===== config.mk =====
export PLATFORM = sky130hd
export DESIGN_NAME = booth_mult4
export DESIGN_NICKNAME = d
export VERILOG_FILES = /design/src/rtl/booth_mult4_pkg.sv /design/src/rtl/booth_mult4_addsub.sv /design/src/rtl/booth_mult4.sv
export SDC_FILE = /design/constraint.sdc
export NUM_CORES = 1
export LEC_CHECK = 0
export ABC_AREA = 1
export BUFFER_PORTS_ARGS = -buffer_cell sky130_fd_sc_hd__buf_2
export CORE_MARGIN = 2
export CORE_UTILIZATION = 59
export DETAILED_ROUTE_END_ITERATION = 6
export PLACE_DENSITY_LB_ADDON = 0.3
export SYNTH_ARGS = -nofsm -noshare
export SYNTH_HDL_FRONTEND = slang
export SYNTH_SLANG_ARGS = --single-unit

===== constraint.sdc =====
create_clock -name clk -period 6 [get_ports clk]
set_input_delay 0.3 -clock clk [delete_from_list [all_inputs] [get_ports clk]]
set_output_delay 0.3 -clock clk [all_outputs]
set_load 0.1 [all_outputs]

===== src/rtl/booth_mult4_pkg.sv =====
// Shared definitions for the radix-2 Booth multiplier.
//   state_t      : controller states (IDLE accepts work, CALC iterates)
//   BOOTH_*      : {Q[0], q_m1} recoding values selecting the per-step action
//   N_DEFAULT    : default operand width
package booth_mult4_pkg;

   typedef enum logic {
      IDLE = 1'b0,
      CALC = 1'b1
   } state_t;

   localparam logic [1:0] BOOTH_NOP0 = 2'b00;  // run of zeros: no action
   localparam logic [1:0] BOOTH_ADD  = 2'b01;  // end of a run of ones: A += M
   localparam logic [1:0] BOOTH_SUB  = 2'b10;  // start of a run of ones: A -= M
   localparam logic [1:0] BOOTH_NOP1 = 2'b11;  // inside a run of ones: no action

   localparam int N_DEFAULT = 4;

endpackage


===== src/rtl/booth_mult4_addsub.sv =====
// addsub_stage: W-bit ripple-carry add/subtract, purely combinational.
//   a, b  : operands
//   mode  : 0 = a + b, 1 = a - b (b inverted, carry-in = 1)
//   sum   : W-bit result; carry-out is dropped, so results wrap modulo 2^W
module addsub_stage #(
   parameter int W = 5
) (
   input  logic [W-1:0] a,
   input  logic [W-1:0] b,
   input  logic         mode,
   output logic [W-1:0] sum
);

   logic [W-1:0] bx;
   logic [W-1:0] c;

   assign bx   = b ^ {W{mode}};
   assign c[0] = mode;

   for (genvar i = 0; i < W; i++) begin : g_fa
      assign sum[i] = a[i] ^ bx[i] ^ c[i];
      // The carry out of the top bit is never built.
      if (i < W - 1) begin : g_carry
         assign c[i+1] = (a[i] & bx[i]) | (c[i] & (a[i] ^ bx[i]));
      end
   end

endmodule


===== src/rtl/booth_mult4.sv =====
// booth_mult4: sequential signed multiplier, one radix-2 Booth step per cycle.
//   clk, rst_n          : clock (rising edge), asynchronous active-low reset
//   start               : begin a multiply; only honoured while ready=1
//   multiplicand (M)    : signed N-bit operand, sampled with start
//   multiplier   (Q)    : signed N-bit operand, sampled with start
//   ready               : idle and able to accept start
//   done                : one-cycle pulse after a new product has been loaded
//   product             : signed 2N-bit M*Q, held until the next completion
// Latency is fixed at N edges from the start-sampling edge to done.
module booth_mult4
   import booth_mult4_pkg::*;
#(
   parameter int N = N_DEFAULT
) (
   input  logic           clk,
   input  logic           rst_n,
   input  logic           start,
   input  logic [N-1:0]   multiplicand,
   input  logic [N-1:0]   multiplier,
   output logic           ready,
   output logic           done,
   output logic [2*N-1:0] product
);

   localparam int CW = $clog2(N + 1);

   state_t        state, state_nxt;
   logic [N:0]    a_r, m_r;
   logic [N-1:0]  q_r;
   logic          q_m1;
   logic [CW-1:0] count;

   logic [1:0]    code;
   logic          sub;
   logic [N:0]    sum, a_sel, a_shf;
   logic [N-1:0]  q_shf;
   logic          last;

   // A is N+1 bits wide so that subtracting M = -2^(N-1) cannot overflow.
   addsub_stage #(.W(N + 1)) u_addsub (
      .a    (a_r),
      .b    (m_r),
      .mode (sub),
      .sum  (sum)
   );

   always_comb begin
      code  = {q_r[0], q_m1};
      sub   = (code == BOOTH_SUB);
      a_sel = (code == BOOTH_ADD || code == BOOTH_SUB) ? sum : a_r;
      // Arithmetic right shift of {A, Q, q_m1}
      a_shf = {a_sel[N], a_sel[N:1]};
      q_shf = {a_sel[0], q_r[N-1:1]};
      last  = (count == CW'(1));
   end

   always_comb begin
      state_nxt = state;
      ready     = 1'b0;
      case (state)
         IDLE: begin
            ready = 1'b1;
            if (start) state_nxt = CALC;
         end
         CALC: if (last) state_nxt = IDLE;
         default: state_nxt = IDLE;
      endcase
   end

   always_ff @(posedge clk or negedge rst_n) begin
      if (!rst_n) state <= IDLE;
      else        state <= state_nxt;
   end

   always_ff @(posedge clk or negedge rst_n) begin
      if (!rst_n) begin
         a_r     <= '0;
         m_r     <= '0;
         q_r     <= '0;
         q_m1    <= 1'b0;
         count   <= '0;
         done    <= 1'b0;
         product <= '0;
      end else begin
         done <= 1'b0;
         case (state)
            IDLE: if (start) begin
               m_r   <= {multiplicand[N-1], multiplicand};
               a_r   <= '0;
               q_r   <= multiplier;
               q_m1  <= 1'b0;
               count <= CW'(N);
            end
            CALC: begin
               a_r   <= a_shf;
               q_r   <= q_shf;
               q_m1  <= q_r[0];
               count <= count - CW'(1);
               if (last) begin
                  // Product taken from the post-shift value of the final step
                  product <= {a_shf[N-1:0], q_shf};
                  done    <= 1'b1;
               end
            end
            default: ;
         endcase
      end
   end

endmodule


* Yosys cells after proc, flatten, opt, wreduce, memory -nomap -nowiden
Cells that the tools add are included.
W data, S select, Z words.
** Storage, ports and cells
- ROM bits :: 0
- Memory bits (writable) :: 0
- Memories kept :: 0
- Flip-flop bits (word level) :: 27
- Latch bits :: 0
** Operators by class
- Shift operators :: 0
- Bitwise logic cells :: 24
- Add/subtract/negate cells :: 1
- Equal/unequal tests :: 4
- $mul :: 0
- Div/mod/pow operators :: 0
- Reduce and logical (&&, ||, !) cells :: 3
- Magnitude comparators :: 0
- Muxes and demuxes :: 15
** Operator list (count)
- $mux W5 :: 2
- $pmux W5 S2 :: 1
- $xor A1 B1 Y1 :: 10
- $and A1 B1 Y1 :: 8
- $pmux W4 S2 :: 1
- $mux W1 :: 6
- $pmux W3 S2 :: 1
- $xor A5 B5 Y5 :: 1
- $mux W4 :: 1
- $or A1 B1 Y1 :: 4
- $pmux W1 S2 :: 2
- $reduce_and A2 Y1 :: 2
- $eq A3 B1 Y1 const B :: 1
- $mux W3 :: 1
- $sub A3 B1 Y3 const B :: 1
- $eq A2 B1 Y1 const B :: 1
- $eq A2 B2 Y1 const B :: 1
- $ne A2 B2 Y1 const B :: 1
- $logic_or A1 B1 Y1 :: 1
- $not A1 Y1 :: 1

* Logic depth before layout (Yosys ltp)
Gate-level depths: netlist of the first run.
- Depth in word-level cells :: 14
- Gate-level depth with buffers :: 12
- Depth with buffers taken out :: 12

* Hierarchy
Synthesis of the first run repeated with hierarchy kept, for this count alone.
** Unflattened totals
- Cell total of the unflattened synthesis :: 165
- Area total of the unflattened synthesis :: 1328.8 um2
** By module, submodules not included
- booth_mult4 :: seq. area each 650.6 um2, cells an instance 136, instances 1, area each 1127.3 um2
- addsub_stage :: seq. area each 0.0 um2, cells an instance 29, instances 1, area each 201.4 um2

* Worst setup path before layout of the first run
Ideal clock, no wire load.
- Path kind :: flip-flop to flip-flop
- Start :: register q_m1
- End :: register a_r[2]
- Path slack :: 3.698 ns
- Setup time :: 0.074 ns
- Period minus slack after synthesis :: 2.302 ns
- Data required time :: 5.926 ns
- Stages on the path, launching flop included :: 11
- Buffers on the path :: 0
- Data arrival time :: 2.228 ns
- Cell sequence :: dfrtp_1 -> inv_1 -> ha_1 -> xor2_1 -> fa_1 -> inv_1 -> fa_1 -> fa_1 -> o21ai_0 -> nand2_1 -> o21ai_2
** Between the ends
- Cells in the longest elaborated chain, start to end :: 12
- Elaborated cells between the ends (all ways) :: 20
** RTL lines
- from (decl) :: line booth_mult4.sv:30 : logic q_m1;
- from (signal assigned) :: line booth_mult4.sv:97 : q_m1 <= q_r[0];
- $eq A2 B2 Y1 :: line booth_mult4.sv:49, booth_mult4.sv:50
- $xor A5 B5 Y5 :: line booth_mult4_addsub.sv:17 : assign bx = b ^ {W{mode}};
- $xor A1 B1 Y1 :: line booth_mult4_addsub.sv:24 : assign c[i+1] = (a[i] & bx[i]) | (c[i] & (a[i] ^ bx[i]));
- $and A1 B1 Y1 :: line booth_mult4_addsub.sv:24
- $or A1 B1 Y1 :: line booth_mult4_addsub.sv:24
- $and A1 B1 Y1 :: line booth_mult4_addsub.sv:24
- $or A1 B1 Y1 :: line booth_mult4_addsub.sv:24
- $and A1 B1 Y1 :: line booth_mult4_addsub.sv:24
- $or A1 B1 Y1 :: line booth_mult4_addsub.sv:24
- $xor A1 B1 Y1 :: line booth_mult4_addsub.sv:21 : assign sum[i] = a[i] ^ bx[i] ^ c[i];
- $mux W5 * :: line booth_mult4.sv:50 : a_sel = (code == BOOTH_ADD || code == BOOTH_SUB) ? sum : a_r;
- $pmux W5 S2 * :: line booth_mult4.sv:86 : case (state)
- to (signal assigned) :: line booth_mult4.sv:95 : a_r <= a_shf;
- to (decl) :: line booth_mult4.sv:28 : logic [N:0] a_r, m_r;
Mark *: on every way between the ends. The rest lies on a longest branch, timed or not.
A chain may end at the register's enable or synchronous reset.

* Final worst setup path of the first run
Ends and elaborated chain as after synthesis.

==> results of run 1 <==
==> through the flow <==
stage | instance area [um2] | util | std cells
after detailed placement | 1430 | 0.665 | 187
after global routing | 1460 | 0.680 | 191
final | 1460 | 0.680 | 191
after CTS | 1460 | 0.680 | 191
after floorplan | 1310 | - | 141
after global placement | 1430 | 0.665 | 187
==> logic make-up (layout without fill, tap and decap cells) <==
kind of cell / after synthesis / after routing / synth area share
xor+xnor: 3 / 3 / 0.0200
simple gates: 68 / 68 / 0.220
compound gates: 16 / 16 / 0.104
flops: 26 / 26 / 0.496
buf+inv: 21 / 43 / 0.0705
fa+ha+maj: 7 / 7 / 0.0896
==> critical path, cell delays in order (launching register included) <==
cell     delay, ns
dfrtp_1       0.38
inv_1         0.08
ha_1          0.26
nor2_1        0.07
a21oi_1       0.15
fa_1          0.18
inv_1         0.05
fa_1          0.41
fa_1          0.43
o21ai_0       0.23
nand2_1       0.09
o21ai_2       0.07
==> registers in the layout (all words and copies together) (netlist names) <==
name     flops
a_r          4
count        3
done         1
m_r          4
product      8
q_m1         1
q_r          4
state        1
==> worst max-delay path by stage <==
stage,endpoint,startpoint,slack [ns],cells past startpoint
after floorplan,a_r[2],q_m1,3.70,10
after global placement,a_r[2],q_m1,3.63,10
after detailed placement,a_r[2],q_m1,3.57,11
after CTS,a_r[2],q_m1,3.54,11
after global routing,a_r[2],q_m1,3.33,10
final,a_r[2],q_m1,3.53,11
==> per-layer routing <==
metal,wire length (um),global-route usage
met1,987,0.242
met2,986,0.323
met3,86,0.0292
met4,42,0.0856
met5,0,0
==> cells in the final DEF (no fill, tap or decap), drive strengths merged <==
master,count
a21oi,1
buf,20
clkbuf,3
dfrtp,26
dlygate4sd3,1
fa,4
ha,3
inv,19
nand2,60
nand3,4
nor2,4
o211ai,3
o21ai,11
o22ai,1
xnor2,2
xor2,1
==> cell usage after synthesis <==
cell type	instances	area, um2
xnor2_1	2	17.5
a21oi_1	1	5.00
nor2_2	1	6.26
nor2_8	1	20.0
nor2_1	2	7.51
ha_1	3	37.5
o21ai_2	7	61.3
inv_2	4	15.0
buf_4	1	7.51
nand3_2	2	20.0
inv_4	1	6.26
nand3_1	2	10.0
o211ai_2	3	37.5
o22ai_2	1	12.5
fa_1	4	80.1
xor2_1	1	8.76
buf_6	1	11.3
o21ai_0	1	5.00
inv_1	14	52.6
o21ai_1	3	15.0
nand2_1	60	225
dfrtp_1	26	651
==> final cells by class <==
type,instances,share of cell area
Timing Repair Buffer,21,0.0753
Sequential cell,26,0.445
Inverter,19,0.0505
Clock buffer,3,0.0154
Multi-Input combinational cell,94,0.390
Tap cell,28,0.0240
==> timing repair <==
item                                   in CTS  in global routing
endpoints found under the hold margin      26                  0
gates resized for setup                     0                  0
hold buffers                                1                  0
buffers inserted                            0                  0
==> run metrics, run 1 <==
initial DRC count=10; reg2reg setup slack=3.53 ns; syn avg cell area=9.31 um2; clock sink total=26; HPWL after DPL=1600 um; initial antenna violation count=0; Worst Hold Path Cells=3; Fillers=about 180; status=complete, no violations; Die ar.=0.00262 mm2; RSZ-0062 raised after global routing=no; Overflow after GRT=0; number of global-route vias before repair=875; Synth Instances=~140; crit path kind=reg -> reg; Least-Margin Pin Slew=0.612 ns; IO Port Bufs=20; final-report setup violation count=0; Worst Setup End Kind=flop; Clock Latency Late Sink=around 0.33 ns; Worst R2R Start=q_m1; Syn Std Cell Area=about 0.0013 mm2; n_diodes=0; Hold Crit Endpoint=m_r[0]; hold slack=0.164 ns; largest net degree at the start of global routing=27; R2R cell count=11; WL per Instance=11.0 um; dpl ws=approximately 3.6 ns; CP arrival=between 2 and 3 ns; Clock Pin Slew Worst Setup and Hold Paths=approximately 0.13 ns; total negative slack=0 ns; number of remaining DRC errors=0; fin crit period=2.47 ns; vias per inst=4.90; Final Routed Wirelength=2100 um; worst r2r dst=a_r[2]; HP Start=multiplicand[0]; Seq. cell area=651 um2; root buf cell=clkbuf_4; Die X=roughly 51 um; core area=0.00215 mm2; GRT Resource Usage Total=0.191; Rel. slew slack=0.592; final worst-path cycle share=0.412; DR pass1 iterations=5; ratio of cells with drive above 1 in the final layout=0.264; RD Place Congestion=~0.75; clock buffer depth=2; element type at the critical path start=flop; Detail Route Antenna Nets=0; Hold Vio Cnt, Final=0; Netlist cell types=22; Seq/Total Area, Yosys=0.496; CTS tree=yes; nets=183; Area Overhead vs Synth=11.3%; f_max=405 MHz; Synth warnings=0; # rows=17; Synth Net Count=around 160; multi-input logic area=569 um2; first-pass GRT wire length=3680 um; # IOs=21; type of the tightest min-delay check=in -> reg; Final Max Slew Viols=0; vias=between 900 and 1000; Setup WS post-layout=3.53 ns; initial core utilization=0.611; total CTS buffers=3; die height=a little over 50 um; CP Data Required Time=between 6 and 7 ns; maxcap violations=0; Clock Skews=0.00830 ns; Max H-tree Level=1; crit-path max FO=4; Seq cells post-synth=26
Power of run 1 is not shown: default switching activity piles up to over one toggle a cycle in this logic, so the estimate is an artifact.
==> run 2, diff against run 1 <==
Settings changed: ABC_AREA 1 to 0, CORE_UTILIZATION 59 to 55.
Clock period 6 ns to 2.3 ns, I/O delays scaled along.
==> run metrics, run 2 <==
status=finished with violations; failing checks=negative setup slack; most frequent cells after synthesis=dfrtp_1, nand2_1, inv_1, mux2i_1, o21ai_1; multi-input logic area=612 um2 (+7.5%); crit path kind=reg -> reg; n_diodes=0 (unchanged); ys flop type=dfrtp_1; Worst Setup End Kind=flop; max FFs per register=8 (unchanged); CP Data Required Time=2.55 ns (-3.71 ns); Synth warnings=0 (unchanged); number of remaining DRC errors=0 (unchanged); Max H-tree Level=1 (unchanged); most common cell in the netlist=dfrtp_1; die height=53.0 um (+3.7%); maxcap violations=0 (unchanged); first-pass GRT wire length=3800 um (+3.2%); Fillers=169 (-5.6%); root buf cell=clkbuf_4; Area Overhead vs Synth=16.0%; total CTS buffers=3 (unchanged); element type at the critical path start=flop; # IOs=21 (unchanged); nets=162 (-11%); crit-path max FO=3 (-1); Hold Vio Cnt, Final=0 (unchanged); initial core utilization=0.592 (-0.0188); area leader, netlist=dfrtp_1; final worst-path cycle share=1.03 (+0.623); cells along the critical path=ha_4, mux2_4, fa_2, inv_2, fa_2, fa_1, mux2_4, o22ai_2; Final Routed Wirelength=2170 um (+2.9%); largest register by flop count=product; core area=0.00223 mm2 (+4.0%); Least-Margin Pin Slew=0.547 ns (-0.0649 ns); Netlist cell types=31 (+41%); initial DRC count=4 (-6); CP arrival=2.63 ns (-0.10 ns); Seq cells post-synth=26 (unchanged); HPWL after DPL=1630 um (+1.3%); Detail Route Antenna Nets=0 (unchanged); Slowest cell on crit path=dfrtp_1; Clock Skews=0.00410 ns (-0.00420 ns); vias per inst=5.07 (+3.5%); hold slack=0.0100 ns (-0.154 ns); Worst Path Buf+Inv=1 (-1); WL per Instance=12.7 um (+16%); f_max=420 MHz (+3.8%); most common cell after layout, fill and taps aside=dfrtp_1; DR pass1 iterations=4 (-1); IO Port Bufs=20 (unchanged); final-report setup violation count=2 (+2); Overflow after GRT=0 (unchanged); Clock Pin Slew Worst Setup and Hold Paths=0.13 ns (about the same); commonest non-fill, non-tap cells in the layout=dfrtp_1, nand2_1, buf_2; Final Max Slew Viols=0 (unchanged); Synth Instances=115 (-18%); RSZ-0062 raised after global routing=yes; Critical Path Max Stage Delay=0.43 ns (about the same); Synth Net Count=133 (-16%); # rows=17 (unchanged); Setup WS post-layout=-0.0801 ns (-3.61 ns); Rel. slew slack=0.635 (+0.0433); clock sink total=26 (unchanged); Seq. cell area=651 um2 (unchanged); CTS tree=yes; vias=862 (-7.9%); RD Place Congestion=0.786 (+5.0%); FFs w/ async S/R, synth=1.00 (unchanged); initial antenna violation count=0 (unchanged); type of the tightest min-delay check=in -> reg; fin crit period=2.38 ns (-0.0895 ns); Post-synth EDFFs=0 (unchanged); Synth area leaders=dfrtp_1, nand2_1, fa_1; Syn Std Cell Area=0.00132 mm2 (+0.76%); Seq/Total Area, Yosys=0.492 (-0.00375); clock buffer depth=2 (unchanged); Die X=53.0 um (+3.7%); largest net degree at the start of global routing=27 (unchanged); share of the synthesized area in the top cell type=0.492 (-0.00375); Clock Latency Late Sink=0.32 ns (about the same); ratio of cells with drive above 1 in the final layout=0.338 (+0.0742); Top Family by Delay on Critical Path=adder cells; GRT Resource Usage Total=0.192 (+0.00111); number of global-route vias before repair=879 (+0.46%); syn avg cell area=11.5 um2 (+24%); Die ar.=0.00281 mm2 (+7.4%)
## run 2: changes by cell type after synthesis, sizes merged, moves of 3 or more
cell    before  now
mux2i        0    5
nand2       60   25
mux2         0    8
o211ai       3    0
nor2b        0    3
nand3        4    0
inv         19    9
buf          2    5
o21ai       11    8
## run 2: final timing paths
kind	cells after the start	start	to	slack [ns]
setup / recovery	8	q_r[0]	a_r[2]	-0.08
hold / removal	2	multiplicand[3]	m_r[3]	0.01
min in group asynchronous	2	rst_n	product[0]	0.29
setup reg to reg	8	q_r[0]	a_r[2]	-0.08
hold reg to reg	2	product[7]	product[7]	0.49
max in group asynchronous	2	rst_n	product[5]	1.64
## run 2: layout make-up
type                       instances  area share
clock buffer                       3      0.0147
multi-input combinational         75       0.399
inverter                           9      0.0237
sequential                        26       0.424
timing repair buffer              29       0.116
tap                               28      0.0228
## run 2: layer usage
metal | track usage | part of all wire | up-vias
met5 | 0 | 0 | -
met4 | 0.103 | 0.022 | 0
met3 | 0.0254 | 0.032 | 5
met2 | 0.325 | 0.51 | 19
met1 | 0.237 | 0.44 | 413
li1 | - | - | 425
## run 2: stage by stage
stage	setup WS (ns)	std cells	setup TNS (ns)	instance area, um2	utilization
finish	-0.0801	170	-0.138	1530	0.687
global placement	-0.0354	163	-0.0430	1470	0.657
detailed placement	-0.0827	163	-0.167	1470	0.657
global route	-0.152	170	-0.335	1530	0.687
CTS	-0.0804	170	-0.139	1530	0.687
floorplan	-0.0437	115	-0.0529	1350	-
## run 2: cell families after synthesis
logic type	after synthesis	share of synthesized area
simple gates	33	0.118
mux	13	0.114
xor+xnor	5	0.0331
fa+ha+maj	7	0.0889
flops	26	0.492
compound gates	17	0.0861
buf+inv	14	0.0672
## run 2: repair_timing
item                       4_1_cts  5_1_grt
hold buffers                     4        0
setup endpoints to repair        3        3
hold endpoints to repair        29        0
pin swaps                        1        0
buffers inserted                 0        0
resized for setup                2        0
Power of run 2 is left out for the same reason.
==> run 3, diff against run 2 <==
Settings changed: CORE_UTILIZATION 55 to 49.
Clock period 2.3 ns to 2.1 ns, I/O delays scaled along.
==> run metrics, run 3 (same netlist as run 2, synthesis figures left out) <==
status=finished with violations; failing checks=negative setup slack; most common cell after layout, fill and taps aside=dfrtp_1; crit path kind=reg -> reg; Worst Setup End Kind=flop; RD Place Congestion=0.713 (-9.3%); Clock Pin Slew Worst Setup and Hold Paths=0.15 ns (+0.02 ns); Setup WS post-layout=-0.293 ns (-0.212 ns); vias=892 (+3.5%); Fillers=210 (+24%); maxcap violations=0 (unchanged); root buf cell=clkbuf_4; die height=56.0 um (+5.5%); # IOs=21 (unchanged); Slowest cell on crit path=dfrtp_1; n_diodes=0 (unchanged); Die X=56.0 um (+5.5%); cells along the critical path=ha_4, mux2_4, fa_2, inv_2, fa_2, fa_1, mux2_4, o22ai_2; clock sink total=26 (unchanged); IO Port Bufs=20 (unchanged); element type at the critical path start=flop; Clock Latency Late Sink=0.32 ns (about the same); type of the tightest min-delay check=in -> reg; final-report setup violation count=6 (+4); final instance area=0.00162 mm2 (+5.4%); Die ar.=0.00313 mm2 (+11%); max FFs per register=8 (unchanged); number of global-route vias before repair=884 (+0.57%); number of remaining DRC errors=0 (unchanged); placed instance area=0.00148 mm2 (+0.68%); R2R cell count=8 (unchanged); RSZ-0062 raised after global routing=yes; CTS tree=yes; Final Routed Wirelength=2160 um (-0.32%); CP Depth=8 (unchanged); final worst-path cycle share=1.14 (+0.104); ratio of cells with drive above 1 in the final layout=0.372 (+0.0336); # rows=18 (+1); nets=167 (+3.1%); Detail Route Antenna Nets=0 (unchanged); Rel. slew slack=0.629 (-0.00619); clock buffer depth=2 (unchanged); crit-path max FO=3 (unchanged); Top Family by Delay on Critical Path=adder cells; initial core utilization=0.524 (-0.0679); core area=0.00252 mm2 (+13%); Worst Path Buf+Inv=1 (unchanged); WL per Instance=12.1 um (-4.8%); fin crit period=2.39 ns (+0.0124 ns); Least-Margin Pin Slew=0.556 ns (+0.00928 ns); Critical Path Max Stage Delay=0.44 ns (about the same); CP Data Required Time=2.35 ns (-0.20 ns); Clock Skews=0.0115 ns (+0.00743 ns); f_max=418 MHz (-0.52%); DR pass1 iterations=3 (-1); largest register by flop count=product; Overflow after GRT=0 (unchanged); GRT Resource Usage Total=0.159 (-0.0333); Final Max Slew Viols=0 (unchanged); first-pass GRT wire length=3820 um (+0.53%); largest net degree at the start of global routing=27 (unchanged); total CTS buffers=3 (unchanged); initial DRC count=15 (+11); vias per inst=5.01 (-1.2%); Worst Hold Path Cells=3 (+1); commonest non-fill, non-tap cells in the layout=dfrtp_1, nand2_1, buf_2; initial antenna violation count=0 (unchanged); CP arrival=2.64 ns (about the same); Area Overhead vs Synth=22.2%; HPWL after DPL=1660 um (+2.3%); Max H-tree Level=1 (unchanged); Hold Vio Cnt, Final=0 (unchanged)
## run 3: timing repair
action                                  in CTS  in global routing
hold buffers                                 5                  0
pin swaps                                    2                  0
endpoints found under the setup margin       5                  6
setup buffers                                2                  1
cloned                                       0                  0
gates resized for setup                      3                  1
hold endpoints to repair                    30                  0
## run 3: path summary, 6_finish.rpt
path,startpoint,endpoint,slack (ns)
worst max-delay path,q_r[0],a_r[2],-0.29
worst min-delay path,multiplier[2],q_r[2],0.05
worst max register to register,q_r[0],a_r[2],-0.29
worst min register to register,product[0],product[0],0.49
max in group asynchronous,rst_n,product[6],1.44
min in group asynchronous,rst_n,product[1],0.28
## run 3: layout make-up
| cell class | instances | area (um2) | area share |
|---|---|---|---|
| Clock buffer | 3 | 22.5 | 0.0139 |
| Clock inverter | 1 | 30.0 | 0.0186 |
| Inverter | 9 | 36.3 | 0.0224 |
| Multi-Input combinational cell | 75 | 618 | 0.382 |
| Sequential cell | 26 | 651 | 0.402 |
| Tap cell | 30 | 37.5 | 0.0232 |
| Timing Repair Buffer | 34 | 221 | 0.137 |
## run 3: routing by layer
layer / share of wire / GRT usage / wire, um / vias to the layer above
li1: - / - / - / 436
met1: 0.45 / 0.197 / 969 / 434
met2: 0.50 / 0.276 / 1080 / 17
met3: 0.032 / 0.0279 / 69 / 5
met4: 0.017 / 0.0612 / 36 / 0
met5: 0 / 0 / 0 / -
## run 3: metrics by stage
step,std cells,util,TNS (ns),hold WS (ns),setup slack (ns)
global route,178,0.641,-1.33,0.0469,-0.339
global placement,166,0.586,-0.640,0.122,-0.233
detailed placement,166,0.586,-0.831,0.138,-0.286
finish,178,0.641,-0.914,0.0456,-0.293
CTS,177,0.636,-0.912,0.0444,-0.290
floorplan,115,-,-0.451,-0.191,-0.242
## run 3: worst reg2reg max path: stages, from the launching register on
cell,delay (ns)
dfrtp_1,0.44
ha_4,0.18
mux2_4,0.27
fa_2,0.34
inv_2,0.06
fa_2,0.20
fa_1,0.40
mux2_4,0.29
o22ai_2,0.13
Power of run 3 is left out for the same reason.
